**src/rtl/if_stage.sv**
```systemverilog
// Instruction fetch stage: PC register, next-PC selection and the IF/ID
// pipeline register. A short boot sequence holds fetch after reset.
// Optional build macro IF_PERF_CNT_EN adds saturating stall, bubble and
// fetch counters.
module if_stage #(
  parameter logic [31:0] RESET_VECTOR = 32'h0000_0000,
  parameter int          BOOT_WAIT    = 2,
  parameter logic [31:0] NOP_INSTR    = 32'h0000_0013
) (
  input  logic        clk,
  input  logic        rst_n,
  input  logic        stall,
  input  logic        flush_ID,
  input  logic        redirect_en,
  input  logic [31:0] redirect_pc,
  output logic [31:0] imem_addr,
  input  logic [31:0] imem_rdata,
  output logic [31:0] if_id_pc,
  output logic [31:0] if_id_pc4,
  output logic [31:0] if_id_instr,
  output logic        if_id_valid,
`ifdef IF_PERF_CNT_EN
  output logic [31:0] perf_stall_cnt,
  output logic [31:0] perf_flush_cnt,
  output logic [31:0] perf_fetch_cnt,
`endif
  output logic        misalign_err
);

  typedef enum logic {
    BOOT = 1'b0,
    RUN  = 1'b1
  } state_t;

  // Last boot counter value before fetching starts; unused when BOOT_WAIT is 0.
  localparam logic [31:0] BOOT_LAST = 32'(BOOT_WAIT - 1);

  state_t      state_q, state_d;
  logic [31:0] boot_cnt_q, boot_cnt_d;
  logic [31:0] pc_q, pc_d;
  logic [31:0] pc_plus4;
  logic [31:0] id_pc_d, id_pc4_d, id_instr_d;
  logic        id_valid_d;
  logic        misalign_d;
  logic        run;
  logic        do_stall;
  logic        do_redirect;
  logic        do_flush;
  logic        do_fetch;

  assign pc_plus4  = pc_q + 32'd4;
  assign imem_addr = pc_q;

  // With BOOT_WAIT of 0 the boot state is transparent and the first edge
  // after reset already fetches.
  assign run         = (state_q == RUN) || (BOOT_WAIT == 0);
  assign do_stall    = run && stall;
  assign do_redirect = run && !stall && redirect_en;
  assign do_flush    = run && !stall && !redirect_en && flush_ID;
  assign do_fetch    = run && !stall && !redirect_en && !flush_ID;

  // Boot sequencing state and wait counter.
  always_ff @(posedge clk or negedge rst_n) begin
    if (!rst_n) begin
      state_q    <= BOOT;
      boot_cnt_q <= 32'd0;
    end else begin
      state_q    <= state_d;
      boot_cnt_q <= boot_cnt_d;
    end
  end

  // Next boot state, next PC and next IF/ID contents by event priority.
  always_comb begin
    state_d    = state_q;
    boot_cnt_d = boot_cnt_q;
    pc_d       = pc_q;
    id_pc_d    = if_id_pc;
    id_pc4_d   = if_id_pc4;
    id_instr_d = if_id_instr;
    id_valid_d = if_id_valid;
    misalign_d = 1'b0;

    if (state_q == BOOT) begin
      boot_cnt_d = boot_cnt_q + 32'd1;
      if ((BOOT_WAIT == 0) || (boot_cnt_q == BOOT_LAST)) begin
        state_d = RUN;
      end
    end

    if (do_stall) begin
      if (flush_ID) begin
        id_valid_d = 1'b0;
        id_instr_d = NOP_INSTR;
      end
    end else if (do_redirect) begin
      pc_d       = {redirect_pc[31:2], 2'b00};
      id_valid_d = 1'b0;
      id_instr_d = NOP_INSTR;
      misalign_d = |redirect_pc[1:0];
    end else if (do_flush) begin
      pc_d       = pc_plus4;
      id_valid_d = 1'b0;
      id_instr_d = NOP_INSTR;
    end else if (do_fetch) begin
      pc_d       = pc_plus4;
      id_pc_d    = pc_q;
      id_pc4_d   = pc_plus4;
      id_instr_d = imem_rdata;
      id_valid_d = 1'b1;
    end
  end

  // PC, IF/ID pipeline register and misalignment pulse.
  always_ff @(posedge clk or negedge rst_n) begin
    if (!rst_n) begin
      pc_q         <= RESET_VECTOR;
      if_id_pc     <= 32'd0;
      if_id_pc4    <= 32'd0;
      if_id_instr  <= NOP_INSTR;
      if_id_valid  <= 1'b0;
      misalign_err <= 1'b0;
    end else begin
      pc_q         <= pc_d;
      if_id_pc     <= id_pc_d;
      if_id_pc4    <= id_pc4_d;
      if_id_instr  <= id_instr_d;
      if_id_valid  <= id_valid_d;
      misalign_err <= misalign_d;
    end
  end

`ifdef IF_PERF_CNT_EN
  // Saturating event counters; a bubble is counted whenever redirect or
  // flush_ID squashes IF/ID, including a flush during a stall.
  always_ff @(posedge clk or negedge rst_n) begin
    if (!rst_n) begin
      perf_stall_cnt <= 32'd0;
      perf_flush_cnt <= 32'd0;
      perf_fetch_cnt <= 32'd0;
    end else begin
      if (do_stall && (perf_stall_cnt != 32'hFFFF_FFFF)) begin
        perf_stall_cnt <= perf_stall_cnt + 32'd1;
      end
      if ((do_redirect || (run && flush_ID)) && (perf_flush_cnt != 32'hFFFF_FFFF)) begin
        perf_flush_cnt <= perf_flush_cnt + 32'd1;
      end
      if (do_fetch && (perf_fetch_cnt != 32'hFFFF_FFFF)) begin
        perf_fetch_cnt <= perf_fetch_cnt + 32'd1;
      end
    end
  end
`endif

endmodule

```
**config.mk**
```make
export PLATFORM = sky130hd
export DESIGN_NAME = if_stage
export DESIGN_NICKNAME = d
export VERILOG_FILES = /design/src/rtl/if_stage.sv
export SDC_FILE = /design/constraint.sdc
export NUM_CORES = 1
export LEC_CHECK = 0
export CAP_MARGIN = 20
export CORE_MARGIN = 3
export CORE_UTILIZATION = 44
export DETAILED_ROUTE_END_ITERATION = 6
export PLACE_DENSITY = 0.83
export SLEW_MARGIN = 20
export SYNTH_ARGS = -nofsm -noshare
export SYNTH_HDL_FRONTEND = slang
export SYNTH_SLANG_ARGS = --single-unit
export TNS_END_PERCENT = 1
```
**constraint.sdc**
```tcl
create_clock -name clk -period 1.8 [get_ports clk]
set_clock_uncertainty 0.05 [all_clocks]
set_input_delay 0.18 -clock clk [delete_from_list [all_inputs] [get_ports clk]]
set_output_delay 0.18 -clock clk [all_outputs]
set_load 0.005 [all_outputs]
```
* Word-level counts from Yosys, hierarchy flattened
Cells that the tools add are included.
** Word-level totals
- Bits in latches :: 0
- Flip-flop bits (word level) :: 163
- Output and inout bits :: 130
- Memories kept :: 0
- Bits in read-only memories :: 0
- Bits in writable memories :: 0
** Operators by class
- Divide/modulo/power cells :: 0
- Multiply operators :: 0
- Bitwise gates (word level) :: 3
- $add $sub $neg :: 2
- Order comparisons :: 0
- Multiplexer cells :: 17
- Reduce and logical (&&, ||, !) cells :: 15
- Eq/ne operators :: 2
- Shift operators :: 0
** Operator list (number)
- 32-bit 2-to-1 mux :: 8
- 32-bit by 1-bit adder with 32-bit output, second input constant :: 1
- 32-bit by 3-bit adder with 32-bit output, second input constant :: 1
- 32-bit by 1-bit equality test with 1-bit output, second input constant :: 1
- 1-bit 2-to-1 mux :: 9
- 1-bit logical AND :: 6
- 2-bit AND reduction :: 2
- 4-bit AND reduction :: 1
- 4-bit nonzero test :: 1
- 1-bit logical NOT :: 3
- 1-bit inverter :: 3
- 3-bit nonzero test :: 1
- 2-bit != test, second input constant :: 1
- 2-bit OR reduction :: 1

* Logic depth before layout (Yosys ltp)
Gate-level depths: netlist of run 1.
- Depth after elaboration :: 8
- Gate-level depth with buffers :: 8
- Mapped depth without buffers :: 6

* Worst setup path before layout of run 1
No wires, ideal clock.
- Kind :: flip-flop to flip-flop
- Start point :: register state_q (netlist: run)
- End point :: register boot_cnt_q[28]
- Setup time :: 0.123 ns
- Slack :: 0.019 ns
- Stages on the path, launching flop included :: 7
- Data required time :: 1.627 ns
- Path buffers :: 1
- Arrival :: 1.609 ns
- Cell sequence :: dfrtp_1 > buf_2 > nand4b_1 > nor4_1 > and3_1 > nand3_1 > xnor2_1
** RTL lines
- start: declaration :: line 38 : state_t state_q, state_d;
- start signal: assignment :: line 68 : state_q <= state_d;
- end signal: assignment :: line 69 : boot_cnt_q <= boot_cnt_d;
- end: declaration :: line 39 : logic [31:0] boot_cnt_q, boot_cnt_d;

* Worst setup path after layout of run 1
- Start point :: register pc_q[10] (netlist: imem_addr[10])
- End point :: register pc_q[31] (netlist: imem_addr[31])
** Between the ends
- Cells in the longest elaborated chain, start to end :: 4
** Ends and longest elaborated chain
- start: declaration :: line 40 : logic [31:0] pc_q, pc_d;
- start signal: assignment :: line 124 : pc_q <= pc_d;
- 32-bit by 3-bit adder with 32-bit output * :: line 51 : assign pc_plus4 = pc_q + 32'd4;
- 32-bit 2-to-1 mux :: line 105 : end else if (do_fetch) begin
- 32-bit 2-to-1 mux * :: line 101 : end else if (do_flush) begin
- 32-bit 2-to-1 mux * :: line 96 : end else if (do_redirect) begin
Mark *: on every way between the ends. The rest lies on a longest branch, timed or not. The select of a mux whose other input is x is not followed.
A chain may end at the register's enable or synchronous reset.

==> flow_metrics.tcl, run 1 <==
set metrics [dict create \
    syn_avg_cell_area_um2 9.960 \
    critPathKind "register to register" \
    ys_warn_count 0 \
    initial_core_util 0.4587 \
    power_leakage_nw 4.726 \
    fp.dieH_um 133.0 \
    p_switching_mw 2.617 \
    synthDistinctLibCells 52 \
    place_inst 1147 \
    grt_pass1_vias 6414 \
    antenna_found_initial 0 \
    core_um2 15480 \
    port_buffers 192 \
    final_cell_mix "191 x clkdlybuf4s50_1, 154 x dfrtp_1, 149 x nand2_1, 67 x buf_4, 49 x o21ai_0" \
    pwr-share-clk 0.397 \
    synth_seq_cells 157 \
    numCtsBuffers 17 \
    overflow 0 \
    dp_hpwl_mm 14.24 \
    syn_to_final_growth_pct 48.17 \
    async_reset_ff_frac 1.000 \
    synth_seq_area_share 0.5537 \
    wl_per_cell_um 17.04 \
    clk_path_buf_depth 2 \
    final_common_cell "clkdlybuf4s50_1" \
    clkSinkCount 157 \
    period_minus_slack_ns 1.736 \
    reg2reg_depth 6 \
    end_kind "register" \
    cp-endpoint "imem_addr[31]" \
    vias_per_cell 5.442 \
    p_int_mw 7.869 \
    r2r_end "imem_addr[31]" \
    synthTopCellsByArea "dfrtp_1 54%, nand2_1 7.9%, xnor2_1 4.3%" \
    num-fill-cells 1152 \
    comb_power_share 0.205 \
    outcome "completed" \
    grt_max_degree 66 \
    clkSlewWorstSetupHoldPaths_ns 0.07 \
    finalSetupViolCount 0 \
    synthFlopType "dfrtp_1" \
    fmax_mhz 575.9 \
    p_seq_frac 0.397 \
    dr.pass1.iters 5 \
    synthCells 713 \
    htreeDepth 4 \
    die_width_um 133.0 \
    grt_usage 0.2288 \
    post-synth-top-area-cell "dfrtp_1" \
    num_rows 45 \
    fin_util 0.6796 \
    grt_pass1_wl_mm 32.74 \
    path_max_fanout 13 \
    via_count 6421 \
    drt_iter0_drc 449 \
    critPathRequiredTime_ns 2.11 \
    instances_no_fill 1180 \
    ir_drop_v 0.0006865 \
    switching_share 0.2496 \
    cts_setup_buffers 0 \
    reg2reg_from "imem_addr[10]" \
    cp.arrival_ns 2.04 \
    drtAntennaViolNets 0 \
    layout_setup_ws_ns 0.06366 \
    finalMaxSlewViolations 0 \
    multiInputGateArea_um2 2972 \
    rsz0062_at_grt "yes" \
    diodes 0 \
    cts_tree "built" \
    drv_cap 0 \
    r2r_slack_ns 0.06 \
    startpoint_type "register" \
    hp-class "input port to async pin" \
    die-area_um2 17700 \
    powerDensity_nw_per_um2 996.6 \
    pre_cts_slack_ns -0.08836 \
    regArea_um2 3933 \
    ios 199 \
    synth_edf_count 0 \
    drc 0 \
    hold_viol 0 \
    crit_start "imem_addr[10]" \
    yosysTopAreaCellShare 0.5426 \
    clock_latency_ns 0.42 \
    final_nets 1028 \
    syn_area_um2 7102 \
    period_share 0.9646 \
    root_buffer "clkbuf_16" \
    drive_gt1_frac 0.1373 \
    wirelength_mm 20.11 \
    routabilityCongestion 0.8141 \
]
==> metrics by stage <==
step	cell area (um^2)	total power [mW]	hold slack (ns)	setup TNS, ns
6_report	10520	10.49	0.1637	0
5_1_grt	10520	10.94	0.1769	-0.2592
4_1_cts	10470	10.56	0.1562	0
3_5_place_dp	9772	6.387	0.04796	-2.564
3_3_place_gp	9772	6.305	0.04411	-0.6068
2_1_floorplan	7121	4.921	-0.1656	0
==> layout make-up <==
| class | instances | area share |
|---|---|---|
| Tap cell | 211 | 0.02509 |
| Timing Repair Buffer | 270 | 0.2497 |
| Sequential cell | 157 | 0.3737 |
| Clock buffer | 19 | 0.04304 |
| Multi-Input combinational cell | 500 | 0.2824 |
| Inverter | 10 | 0.003567 |
| Clock inverter | 13 | 0.02247 |
==> synthesized netlist by cell type (14+ instances only) <==
cell type  count
a22o_1        29
a21oi_1       23
nand3_1       28
and3_1        14
nor2_1        26
xor2_1        24
clkbuf_1      29
xnor2_1       35
dfrtp_1      154
o21ai_0       51
nand4_1       17
nand2_1      149
==> metal layers <==
layer | wire (um) | vias to the layer above | track usage
li1 | - | 2972 | -
met1 | 8617 | 3161 | 0.3016
met2 | 9815 | 254 | 0.3674
met3 | 1296 | 34 | 0.06312
met4 | 378 | 0 | 0.07506
met5 | 0 | - | 0
==> what timing repair did <==
item,4_1_cts,5_1_grt
resized for setup,0,14
endpoints found under the hold margin,155,0
endpoints found under the setup margin,0,21
hold buffers,1,0
==> power by group through the flow <==
stage / sequential (mW) / clock, mW / combinational [mW]
final: 4.17 / 4.16 / 2.15
after global routing: 4.22 / 4.38 / 2.35
after CTS: 4.17 / 4.23 / 2.17
after detailed placement: 4.23 / 0 / 2.16
after global placement: 4.21 / 0 / 2.09
after floorplan: 4.30 / 0 / 0.623
==> kinds of logic after synthesis <==
| group | synth area share |
|---|---|
| muxes | 0.002819 |
| and+or+nand+nor | 0.1862 |
| buffers and inverters | 0.03894 |
| AOI/OAI and AO/OA | 0.1397 |
| adders and majority gates | 0.005286 |
| DFF | 0.5537 |
| other | 0.0005280 |
| xor gates and xnor gates | 0.07276 |
==> critical path: stages, from the launching register on <==
cell and delay (ns):
dfrtp_1 0.36, nand4_1 0.22, nor4_4 0.21, buf_6 0.18
nand4_1 0.13, or4_1 0.43, nand3_1 0.09
==> registers in the layout (all words and copies together), names as in the netlist <==
register,flops
if_id_pc4,30
if_id_valid,1
run,1
if_id_pc,30
imem_addr,30
if_id_instr,32
misalign_err,1
boot_cnt_q,32
==> worst min path at each step <==
| stage | startpoint | end | slack (ns) | cells past startpoint |
|---|---|---|---|---|
| after CTS | rst_n | if_id_instr[5] | 0.16 | 2 |
| after detailed placement | rst_n | if_id_instr[5] | 0.05 | 1 |
| final | rst_n | if_id_instr[5] | 0.16 | 2 |
| after global routing | rst_n | if_id_instr[5] | 0.18 | 2 |
| after global placement | rst_n | if_id_instr[5] | 0.04 | 1 |
| after floorplan | rst_n | boot_cnt_q[0] | -0.17 | 0 |
No activity file was read; power rests on OpenSTA's default activity.
==> run 2, diff against run 1 <==
Settings changed: CTS_CLUSTER_SIZE from default to 16.
==> results of run 2 <==
The final DEF is identical to that of run 1; final timing and power are the same.
==> run 3, diff against run 2 <==
Settings changed: GPL_TIMING_DRIVEN from default to 1.
==> results of run 3 <==
The final DEF is identical to that of run 1; final timing and power are the same.
